$ cat src/rtl/rand_pool_arbiter.sv
// rand_pool_arbiter: round-robin grant of a random-source pool with per-source cooldown; optional stall counter under RAND_POOL_STALL_CNT_EN
module rand_pool_arbiter #(
    parameter int NUM_REQ = 4,
    parameter int NUM_RANDS = 5,
    parameter int DATA_OUT_SIZE = 7,
    parameter int COOLDOWN = 2,
    localparam int GW = NUM_REQ > 1 ? $clog2(NUM_REQ) : 1,
    localparam int SW = NUM_RANDS > 1 ? $clog2(NUM_RANDS) : 1,
    localparam int CW = COOLDOWN > 0 ? $clog2(COOLDOWN + 1) : 1
) (
    input  logic                               clk,
    input  logic                               rst_n,
    input  logic [NUM_RANDS*DATA_OUT_SIZE-1:0] in,
    input  logic [NUM_REQ-1:0]                 req,
    output logic [NUM_REQ-1:0]                 ack,
    output logic [DATA_OUT_SIZE-1:0]           rand_out,
    output logic                               rand_valid,
`ifdef RAND_POOL_STALL_CNT_EN
    output logic [15:0]                        stall_cnt,
`endif
    output logic [GW-1:0]                      grant_id
);
    logic [GW-1:0] rr_ptr, g, g_off;
    logic [SW-1:0] src_ptr, s, s_off;
    logic [GW:0] g_sum;
    logic [SW:0] s_sum;
    logic [CW-1:0] cd [NUM_RANDS];
    logic [DATA_OUT_SIZE-1:0] slice [NUM_RANDS];
    logic [NUM_REQ-1:0] elig;
    logic [NUM_RANDS-1:0] avail;
    logic [2*NUM_REQ-1:0] elig_rot;
    logic [2*NUM_RANDS-1:0] avail_rot;
    logic g_hit, s_hit, grant;

    // rotate eligibility/availability to the pointers, pick the first set bit, then unrotate with a compare-based wrap
    always_comb begin
        elig = req & ~ack;
        for (int k = 0; k < NUM_RANDS; k++) begin
            avail[k] = cd[k] == '0;
            slice[k] = in[k*DATA_OUT_SIZE +: DATA_OUT_SIZE];
        end
        elig_rot = {elig, elig} >> rr_ptr;
        avail_rot = {avail, avail} >> src_ptr;
        g_hit = 1'b0;
        g_off = '0;
        for (int j = NUM_REQ - 1; j >= 0; j--) begin
            if (elig_rot[j]) begin
                g_hit = 1'b1;
                g_off = GW'(j);
            end
        end
        s_hit = 1'b0;
        s_off = '0;
        for (int j = NUM_RANDS - 1; j >= 0; j--) begin
            if (avail_rot[j]) begin
                s_hit = 1'b1;
                s_off = SW'(j);
            end
        end
        g_sum = {1'b0, rr_ptr} + {1'b0, g_off};
        s_sum = {1'b0, src_ptr} + {1'b0, s_off};
        g = g_sum >= (GW+1)'(NUM_REQ) ? g_sum[GW-1:0] - GW'(NUM_REQ) : g_sum[GW-1:0];
        s = s_sum >= (SW+1)'(NUM_RANDS) ? s_sum[SW-1:0] - SW'(NUM_RANDS) : s_sum[SW-1:0];
        grant = g_hit & s_hit;
    end

    // register the grant, advance both pointers past the winners, load/decay cooldowns
    always_ff @(posedge clk or negedge rst_n) begin
        if (!rst_n) begin
            ack <= '0;
            rand_valid <= 1'b0;
            rand_out <= '0;
            grant_id <= '0;
            rr_ptr <= '0;
            src_ptr <= '0;
            for (int k = 0; k < NUM_RANDS; k++) cd[k] <= '0;
        end else begin
            for (int i = 0; i < NUM_REQ; i++) ack[i] <= grant && g == GW'(i);
            rand_valid <= grant;
            if (grant) begin
                rand_out <= slice[s];
                grant_id <= g;
                rr_ptr <= g == GW'(NUM_REQ - 1) ? '0 : g + GW'(1);
                src_ptr <= s == SW'(NUM_RANDS - 1) ? '0 : s + SW'(1);
            end
            for (int k = 0; k < NUM_RANDS; k++)
                cd[k] <= (grant && s == SW'(k)) ? CW'(COOLDOWN) : cd[k] - CW'(cd[k] != '0);
        end
    end

`ifdef RAND_POOL_STALL_CNT_EN
    // count cycles where someone is waiting but every source is cooling, saturating
    always_ff @(posedge clk or negedge rst_n) begin
        if (!rst_n) stall_cnt <= '0;
        else if (|elig && !(|avail) && stall_cnt != 16'hFFFF) stall_cnt <= stall_cnt + 16'd1;
    end
`endif
endmodule

$ cat config.mk
export PLATFORM = sky130hd
export DESIGN_NAME = rand_pool_arbiter
export DESIGN_NICKNAME = d
export VERILOG_FILES = /design/src/rtl/rand_pool_arbiter.sv
export SDC_FILE = /design/constraint.sdc
export NUM_CORES = 1
export LEC_CHECK = 0
export ABC_AREA = 1
export CORE_MARGIN = 2
export CORE_UTILIZATION = 43
export DETAILED_ROUTE_END_ITERATION = 8
export GPL_TIMING_DRIVEN = 0
export PLACE_DENSITY = 0.68
export SLEW_MARGIN = 10
export SYNTH_ARGS = -nofsm -noshare
export SYNTH_HDL_FRONTEND = slang
export SYNTH_SLANG_ARGS = --single-unit
export TNS_END_PERCENT = 100
$ cat constraint.sdc
create_clock -name clk -period 8.32 [get_ports clk]
set_input_delay 2.496 -clock clk [delete_from_list [all_inputs] [get_ports clk]]
set_output_delay 2.496 -clock clk [all_outputs]
set_load 0.1 [all_outputs]
==> results of run 1 <==
## critical path: stages
cell and delay (ps):
sky130_fd_sc_hd__clkdlybuf4s50_1 450, sky130_fd_sc_hd__nand2_1 60, sky130_fd_sc_hd__o21ai_0 200, sky130_fd_sc_hd__nand2_1 70
sky130_fd_sc_hd__o21a_1 110, sky130_fd_sc_hd__inv_1 50, sky130_fd_sc_hd__nand2_1 40, sky130_fd_sc_hd__a21boi_0 190
sky130_fd_sc_hd__ha_1 190, sky130_fd_sc_hd__xor2_1 170, sky130_fd_sc_hd__nand3b_1 130, sky130_fd_sc_hd__nand2_1 120
sky130_fd_sc_hd__ha_1 290, sky130_fd_sc_hd__nand2_1 60, sky130_fd_sc_hd__nand2_1 40
## registers in the layout (all words and copies together) (netlist names)
name and flops:
ack 4, cd 10, grant_id 2, rand_out 7, rand_valid 1, rr_ptr 2
src_ptr 3
## cell type report
type / count / area (µm²) / share of cell area (%)
plain buffers: 9 / 62.6 / 2.06
clock buffers: 7 / 86.3 / 2.84
inverters: 40 / 150 / 4.93
multi-input cells: 292 / 1400 / 45.9
flip-flops and latches: 29 / 726 / 23.8
well taps: 70 / 87.6 / 2.88
repair buffers: 54 / 536 / 17.6
## cells by family (layout without fill, tap and decap cells)
kind of cell,after synthesis,count (layout),share of synthesized area [%]
xor gates and xnor gates,2,2,1.55
buffers and inverters,49,110,9.11
and+or+nand+nor,265,265,48.3
DFF,29,29,31.1
AOI/OAI and AO/OA,13,13,3.16
adders and majority gates,12,12,6.75
## through the flow
stage	worst slack (ps)	utilization, %
after floorplan	4180	-
after global placement	3580	57.3
after detailed placement	3530	57.2
after CTS	3820	58.9
after global routing	3600	58.9
final	3810	58.9
## routing by layer
layer | up-vias | global-route usage, %
met5 | - | 0
met4 | 0 | 6.96
li1 | 1263 | -
met2 | 56 | 30.9
met3 | 11 | 4.77
met1 | 1007 | 23.1
## cell usage after synthesis
| cell type | number |
|---|---|
| sky130_fd_sc_hd__o21ai_1 | 3 |
| sky130_fd_sc_hd__inv_2 | 6 |
| sky130_fd_sc_hd__buf_4 | 2 |
| sky130_fd_sc_hd__buf_6 | 2 |
| sky130_fd_sc_hd__ha_1 | 11 |
| sky130_fd_sc_hd__nor2_4 | 3 |
| sky130_fd_sc_hd__nand2_1 | 174 |
| sky130_fd_sc_hd__inv_1 | 34 |
| sky130_fd_sc_hd__nand3_4 | 1 |
| sky130_fd_sc_hd__a21oi_1 | 4 |
| sky130_fd_sc_hd__nand3_1 | 48 |
| sky130_fd_sc_hd__a21boi_0 | 1 |
| sky130_fd_sc_hd__xnor2_4 | 1 |
| sky130_fd_sc_hd__o21ai_0 | 3 |
| sky130_fd_sc_hd__dfrtp_1 | 29 |
| sky130_fd_sc_hd__nor2_1 | 26 |
| sky130_fd_sc_hd__o21ai_2 | 1 |
| sky130_fd_sc_hd__nor2_2 | 3 |
| sky130_fd_sc_hd__fa_1 | 1 |
| sky130_fd_sc_hd__nand2_2 | 7 |
| sky130_fd_sc_hd__nor3_1 | 1 |
| sky130_fd_sc_hd__o21a_1 | 1 |
| sky130_fd_sc_hd__xor2_1 | 1 |
| sky130_fd_sc_hd__buf_2 | 5 |
| sky130_fd_sc_hd__nand3b_1 | 1 |
| sky130_fd_sc_hd__nand2_4 | 1 |
## worst paths after layout
kind,endpoint,slack (ps),cells after the start
max in group asynchronous,rand_out[5],5670,1
worst max-delay path,rr_ptr[1],3810,15
worst min-delay path,grant_id[1],480,2
min in group asynchronous,cd[7],2230,1
worst min register to register,grant_id[1],480,2
worst max register to register,src_ptr[2],4600,23
==> results.sh, run 1 <==
export IMPL_hold_path_class="reg2reg"
export IMPL_synthCells=370
export IMPL_drive_above_1_share_pct=9.05
export IMPL_io_buffers=54
export IMPL_synth_seq_area_share_pct=31.1
export IMPL_placementRows=26
export IMPL_max_freq_mhz=222
export IMPL_layout_nets=484
export IMPL_fin_setup_tns_ps=0
export IMPL_drv_max_cap_violation_count=0
export IMPL_synth_warn=0
export IMPL_yosysTopAreaCellShare_pct=31.1
export IMPL_outcome="completed"
export IMPL_grtUsageTotal_pct=18.6
export IMPL_globalRouteOverflowTotal=0
export IMPL_root_driver="sky130_fd_sc_hd__clkbuf_8"
export IMPL_final_critical_delay_including_setup_and_external_delays_ps=4510
export IMPL_antenna_cells=0
export IMPL_global_route_wire_length_before_repair_um=9090
export IMPL_timing_hold_worst_start="grant_id[1]"
export IMPL_timing_critical_path_arrival_ps=4680
export IMPL_fin_crit_sh_pct=54.2
export IMPL_drt_iter0_drcs=76
export IMPL_dieHeight_um=77.7
export IMPL_grt_max_degree=30
export IMPL_drt_drc_violations_left=0
export IMPL_route_final_wire_length_um=5070
export IMPL_number_of_global_route_vias_before_repair=2172
export IMPL_routability_congestion_estimate=0.874
export IMPL_yosys_register_bits=29
export IMPL_design_die_area_mm2=0.00603
export IMPL_clock_latency_ps=280
export IMPL_cts_made_buffers=5
export IMPL_start_util_pct=45.1
export IMPL_fin_skew_ps=3.68
export IMPL_post_route_worst_hold_slack_ps=483
export IMPL_place_area_mm2=0.00296
export IMPL_critical_path_startpoint="req[3]"
export IMPL_critical_path_required_ps=8490
export IMPL_synthToLayoutAreaGrowth_pct=30.4
export IMPL_n_fill_cell=538
export IMPL_post_cts_setup_buffers=0
export IMPL_hpwl_um=4100
export IMPL_mappedNetlistNets=423
export IMPL_cts_max_level=2
export IMPL_post_drt_via_cell_ratio=4.66
export IMPL_max_clock_path_buffers=2
export IMPL_post_cts_hold_buffer_count=0
export IMPL_layout_common_cells="sky130_fd_sc_hd__nand2_1 (174), sky130_fd_sc_hd__clkdlybuf4s50_1 (53), sky130_fd_sc_hd__nand3_1 (48)"
export IMPL_dieWidth_um=77.7
export IMPL_placed_instance_count=494
export IMPL_wire_per_inst_um=10.1
export IMPL_slew_limit_headroom_pct=34.4
export IMPL_finalNonFillerCells=501
export IMPL_end_kind="flop"
export IMPL_tightest_slew_ps=982
export IMPL_r2r_start="cd[1]"
export IMPL_synth_distinct_cells=26
export IMPL_ioPinCount=55
export IMPL_layout_cell_area_non_filler_mm2=0.00304
export IMPL_routed_via_count=2337
export IMPL_detailroute_wirelength_met2_um=2240
export IMPL_clock_slew_at_the_register_clock_pins_of_the_worst_setup_and_hold_paths_ps=60
export IMPL_initial_antenna_violation_count=0
export IMPL_most_common_cell_after_layout_fill_and_taps_aside="sky130_fd_sc_hd__nand2_1"
export IMPL_met3WireLength_um=298
export IMPL_timing_critical_path_fanout_max=4
export IMPL_drt_first_pass_iters=4
export IMPL_setup_repair_after_global_routing_missed_its_margin="no"
export IMPL_synth_area_top_cells="sky130_fd_sc_hd__dfrtp_1 (31%), sky130_fd_sc_hd__nand2_1 (28%), sky130_fd_sc_hd__nand3_1 (10%), sky130_fd_sc_hd__ha_1 (5.9%), sky130_fd_sc_hd__inv_1 (5.5%)"
export IMPL_timing_final_hold_violations=0
export IMPL_critPathKind="in2reg"
export IMPL_yosysTopAreaCell="sky130_fd_sc_hd__dfrtp_1"
export IMPL_syn_area_per_cell_um2=6.31
export IMPL_placeableCoreArea_mm2=0.00517
export IMPL_post_cts_resized_instances=0
export IMPL_start_kind="input pin"
export IMPL_wl_met1_um=2410
export IMPL_final_max_slew_violation_count=0
export IMPL_tritoncts_clock_tree="built"
export IMPL_setup_viol=0
export IMPL_post_synth_instance_area_mm2=0.00233
export IMPL_route_antenna_remaining_nets=0
export IMPL_tritoncts_num_sinks=29
export IMPL_routed_top_layer="met4"
Power of run 1 is not shown: default switching activity piles up to over one toggle a cycle in this logic, so the estimate is an artifact.
==> inputs of run 2 (changes only) <==
--- a/config.mk
+++ b/config.mk
@@ -10,7 +10,7 @@
 export CORE_UTILIZATION = 43
 export DETAILED_ROUTE_END_ITERATION = 8
 export GPL_TIMING_DRIVEN = 0
-export PLACE_DENSITY = 0.68
+export PLACE_DENSITY = 0.7
 export SLEW_MARGIN = 10
 export SYNTH_ARGS = -nofsm -noshare
 export SYNTH_HDL_FRONTEND = slang
==> constraint.sdc (replaced) <==
create_clock -name clk -period 4 [get_ports clk]
set_input_delay 1.2 -clock clk [delete_from_list [all_inputs] [get_ports clk]]
set_output_delay 1.2 -clock clk [all_outputs]
set_load 0.1 [all_outputs]
==> run 2 against run 1 <==
  * Register-to-register slack worse by 4300 ps
  * Critical path depth increased by 8
  * Routed wire length up 1.5%
  * Utilization grew 0.29 points
  * First-iteration DRC count grew 13%
  * Count of clock-buffer cells in the layout shrank 1
  * Critical endpoint is now src_ptr[2]
==> results.sh, run 2 (synthesized netlist as in run 1, its figures left out) <==
export IMPL_critPathSlowestCell="sky130_fd_sc_hd__fa_1"
export IMPL_multiInputGateArea_mm2=0.00142
export IMPL_tritoncts_clock_tree="built"
export IMPL_clock_latency_ps=280
export IMPL_wire_per_inst_um=10.2
export IMPL_max_reg_flops=10
export IMPL_timing_final_hold_violations=0
export IMPL_end_kind="flop"
export IMPL_critPathKind="reg2reg"
export IMPL_tightest_slew_ps=990
export IMPL_cts_max_level=2
export IMPL_post_cts_hold_buffer_count=0
export IMPL_global_route_usage_met3_pct=6.05
export IMPL_placeableCoreArea_mm2=0.00517
export IMPL_fin_skew_ps=3.84
export IMPL_root_driver="sky130_fd_sc_hd__clkbuf_8"
export IMPL_synthToLayoutAreaGrowth_pct=31.0
export IMPL_drt_drc_violations_left=0
export IMPL_slew_limit_headroom_pct=33.8
export IMPL_design_die_area_mm2=0.00603
export IMPL_final_max_slew_violation_count=0
export IMPL_grt_max_degree=30
export IMPL_drv_max_cap_violation_count=0
export IMPL_clock_slew_at_the_register_clock_pins_of_the_worst_setup_and_hold_paths_ps=60
export IMPL_tritoncts_num_sinks=29
export IMPL_drt_iter0_drcs=86
export IMPL_grtUsageTotal_pct=18.5
export IMPL_setup_repair_after_global_routing_missed_its_margin="yes"
export IMPL_post_route_worst_hold_slack_ps=479
export IMPL_biggest_regs="cd: 10 flops, rand_out: 7 flops, ack: 4 flops"
export IMPL_drt_first_pass_iters=4
export IMPL_post_drt_via_cell_ratio=4.67
export IMPL_route_final_wire_length_um=5150
export IMPL_ioPinCount=55
export IMPL_place_area_mm2=0.00296
export IMPL_timing_critical_path_fanout_max=11
export IMPL_cts_made_buffers=5
export IMPL_routability_congestion_estimate=0.860
export IMPL_ordered_list_of_cells_on_the_worst_path="nor2_1, nand2_1, nand2_1, nand2_1, nand2_1, nand2_1, nand2_1, nand3_1, a21oi_1, ha_1, fa_1, inv_1, ha_1, inv_1, nand2_1, nand3_1, nand2_2, nand2_2, xnor2_4, ha_1, nor2_1, nand2_1, nand2_1"
export IMPL_critical_path_n_buffers_inverters=2
export IMPL_finalNonFillerCells=503
export IMPL_number_of_global_route_vias_before_repair=2170
export IMPL_dieHeight_um=77.7
export IMPL_layout_common_cells="sky130_fd_sc_hd__nand2_1 (174), sky130_fd_sc_hd__clkdlybuf4s50_1 (53), sky130_fd_sc_hd__nand3_1 (48)"
export IMPL_layout_cell_area_non_filler_mm2=0.00306
export IMPL_n_fill_cell=489
export IMPL_placed_instance_count=494
export IMPL_most_common_cell_after_layout_fill_and_taps_aside="sky130_fd_sc_hd__nand2_1"
export IMPL_timing_critical_path_arrival_ps=3910
export IMPL_fin_crit_sh_pct=92.2
export IMPL_final_critical_delay_including_setup_and_external_delays_ps=3690
export IMPL_placementRows=26
export IMPL_io_buffers=54
export IMPL_seq_area_um2=726
export IMPL_initial_antenna_violation_count=0
export IMPL_start_kind="flop"
export IMPL_hold_path_class="reg2reg"
export IMPL_drive_above_1_share_pct=9.47
export IMPL_setup_viol=0
export IMPL_dieWidth_um=77.7
export IMPL_crit_path_most_repeated_cell="sky130_fd_sc_hd__nand2_1"
export IMPL_layout_nets=485
export IMPL_global_route_wire_length_before_repair_um=9140
export IMPL_grt_most_used_layer="met2"
export IMPL_register_name_with_the_most_flops="cd"
export IMPL_critical_path_required_ps=4220
export IMPL_max_clock_path_buffers=2
export IMPL_route_antenna_remaining_nets=0
export IMPL_globalRouteOverflowTotal=0
export IMPL_critical_path_top_delay_family="simple AND/OR/NAND/NOR gates"
export IMPL_max_freq_mhz=271
export IMPL_routed_via_count=2351
export IMPL_gr_usage_met2_pct=32.7
export IMPL_hpwl_um=4120
export IMPL_critPathMaxStageDelay_ps=420
export IMPL_antenna_cells=0
export IMPL_met1_usage_pct=22.2
export IMPL_start_util_pct=45.1
export IMPL_outcome="completed"
run 2: cell types whose count changed in the layout (fill, tap and decap cells not counted):
| cell | previous run | this run |
|---|---|---|
| sky130_fd_sc_hd__o21ai_4 | 0 | 1 |
| sky130_fd_sc_hd__clkinv_2 | 0 | 2 |
| sky130_fd_sc_hd__clkbuf_8 | 6 | 5 |
| sky130_fd_sc_hd__nor2_4 | 3 | 4 |
| sky130_fd_sc_hd__o21ai_2 | 1 | 0 |
run 2: final cells by class:
type / instances / area share [%]
Buffer: 9 / 2.04
Timing Repair Buffer: 54 / 17.5
Tap cell: 70 / 2.86
Clock inverter: 2 / 0.327
Multi-Input combinational cell: 293 / 46.3
Inverter: 40 / 4.91
Clock buffer: 6 / 2.37
Sequential cell: 29 / 23.7
run 2: final timing paths:
kind | start | end | slack [ps] | depth (start not counted)
worst max-delay path | cd[1] | src_ptr[2] | 310 | 23
worst min-delay path | grant_id[1] | grant_id[1] | 480 | 2
worst max register to register | cd[1] | src_ptr[2] | 310 | 23
worst min register to register | grant_id[1] | grant_id[1] | 480 | 2
max in group asynchronous | rst_n | ack[0] | 2630 | 1
min in group asynchronous | rst_n | cd[7] | 940 | 1
run 2: per-stage QoR:
step | utilization (%) | worst slack [ps] | setup TNS [ps]
2_1_floorplan | - | 732 | 0
3_3_place_gp | 57.3 | 265 | 0
3_5_place_dp | 57.2 | 268 | 0
4_1_cts | 58.8 | 244 | 0
5_1_grt | 59.1 | -8.38 | -13.0
6_report | 59.1 | 311 | 0
run 2: timing repair:
item                       in CTS  in global routing
resized for setup               0                  2
setup endpoints to repair       0                  6
setup buffers                   0                  0
run 2: worst reg2reg max path: cells and delay by family, from the launching register on:
| kind | cells | cell delay (ps) |
|---|---|---|
| buf+inv | 2 | 190 |
| flops | 1 | 400 |
| compound gates | 1 | 160 |
| fa+ha+maj | 4 | 1110 |
| xor+xnor | 1 | 380 |
| simple gates | 15 | 1400 |
run 2: routing by layer:
layer  vias to the layer above  wire length, µm
met1                      1025             2370
met5                         -                0
met2                        56             2420
met4                         0               39
met3                         5              318
li1                       1265                -
Power of run 2 is left out for the same reason.
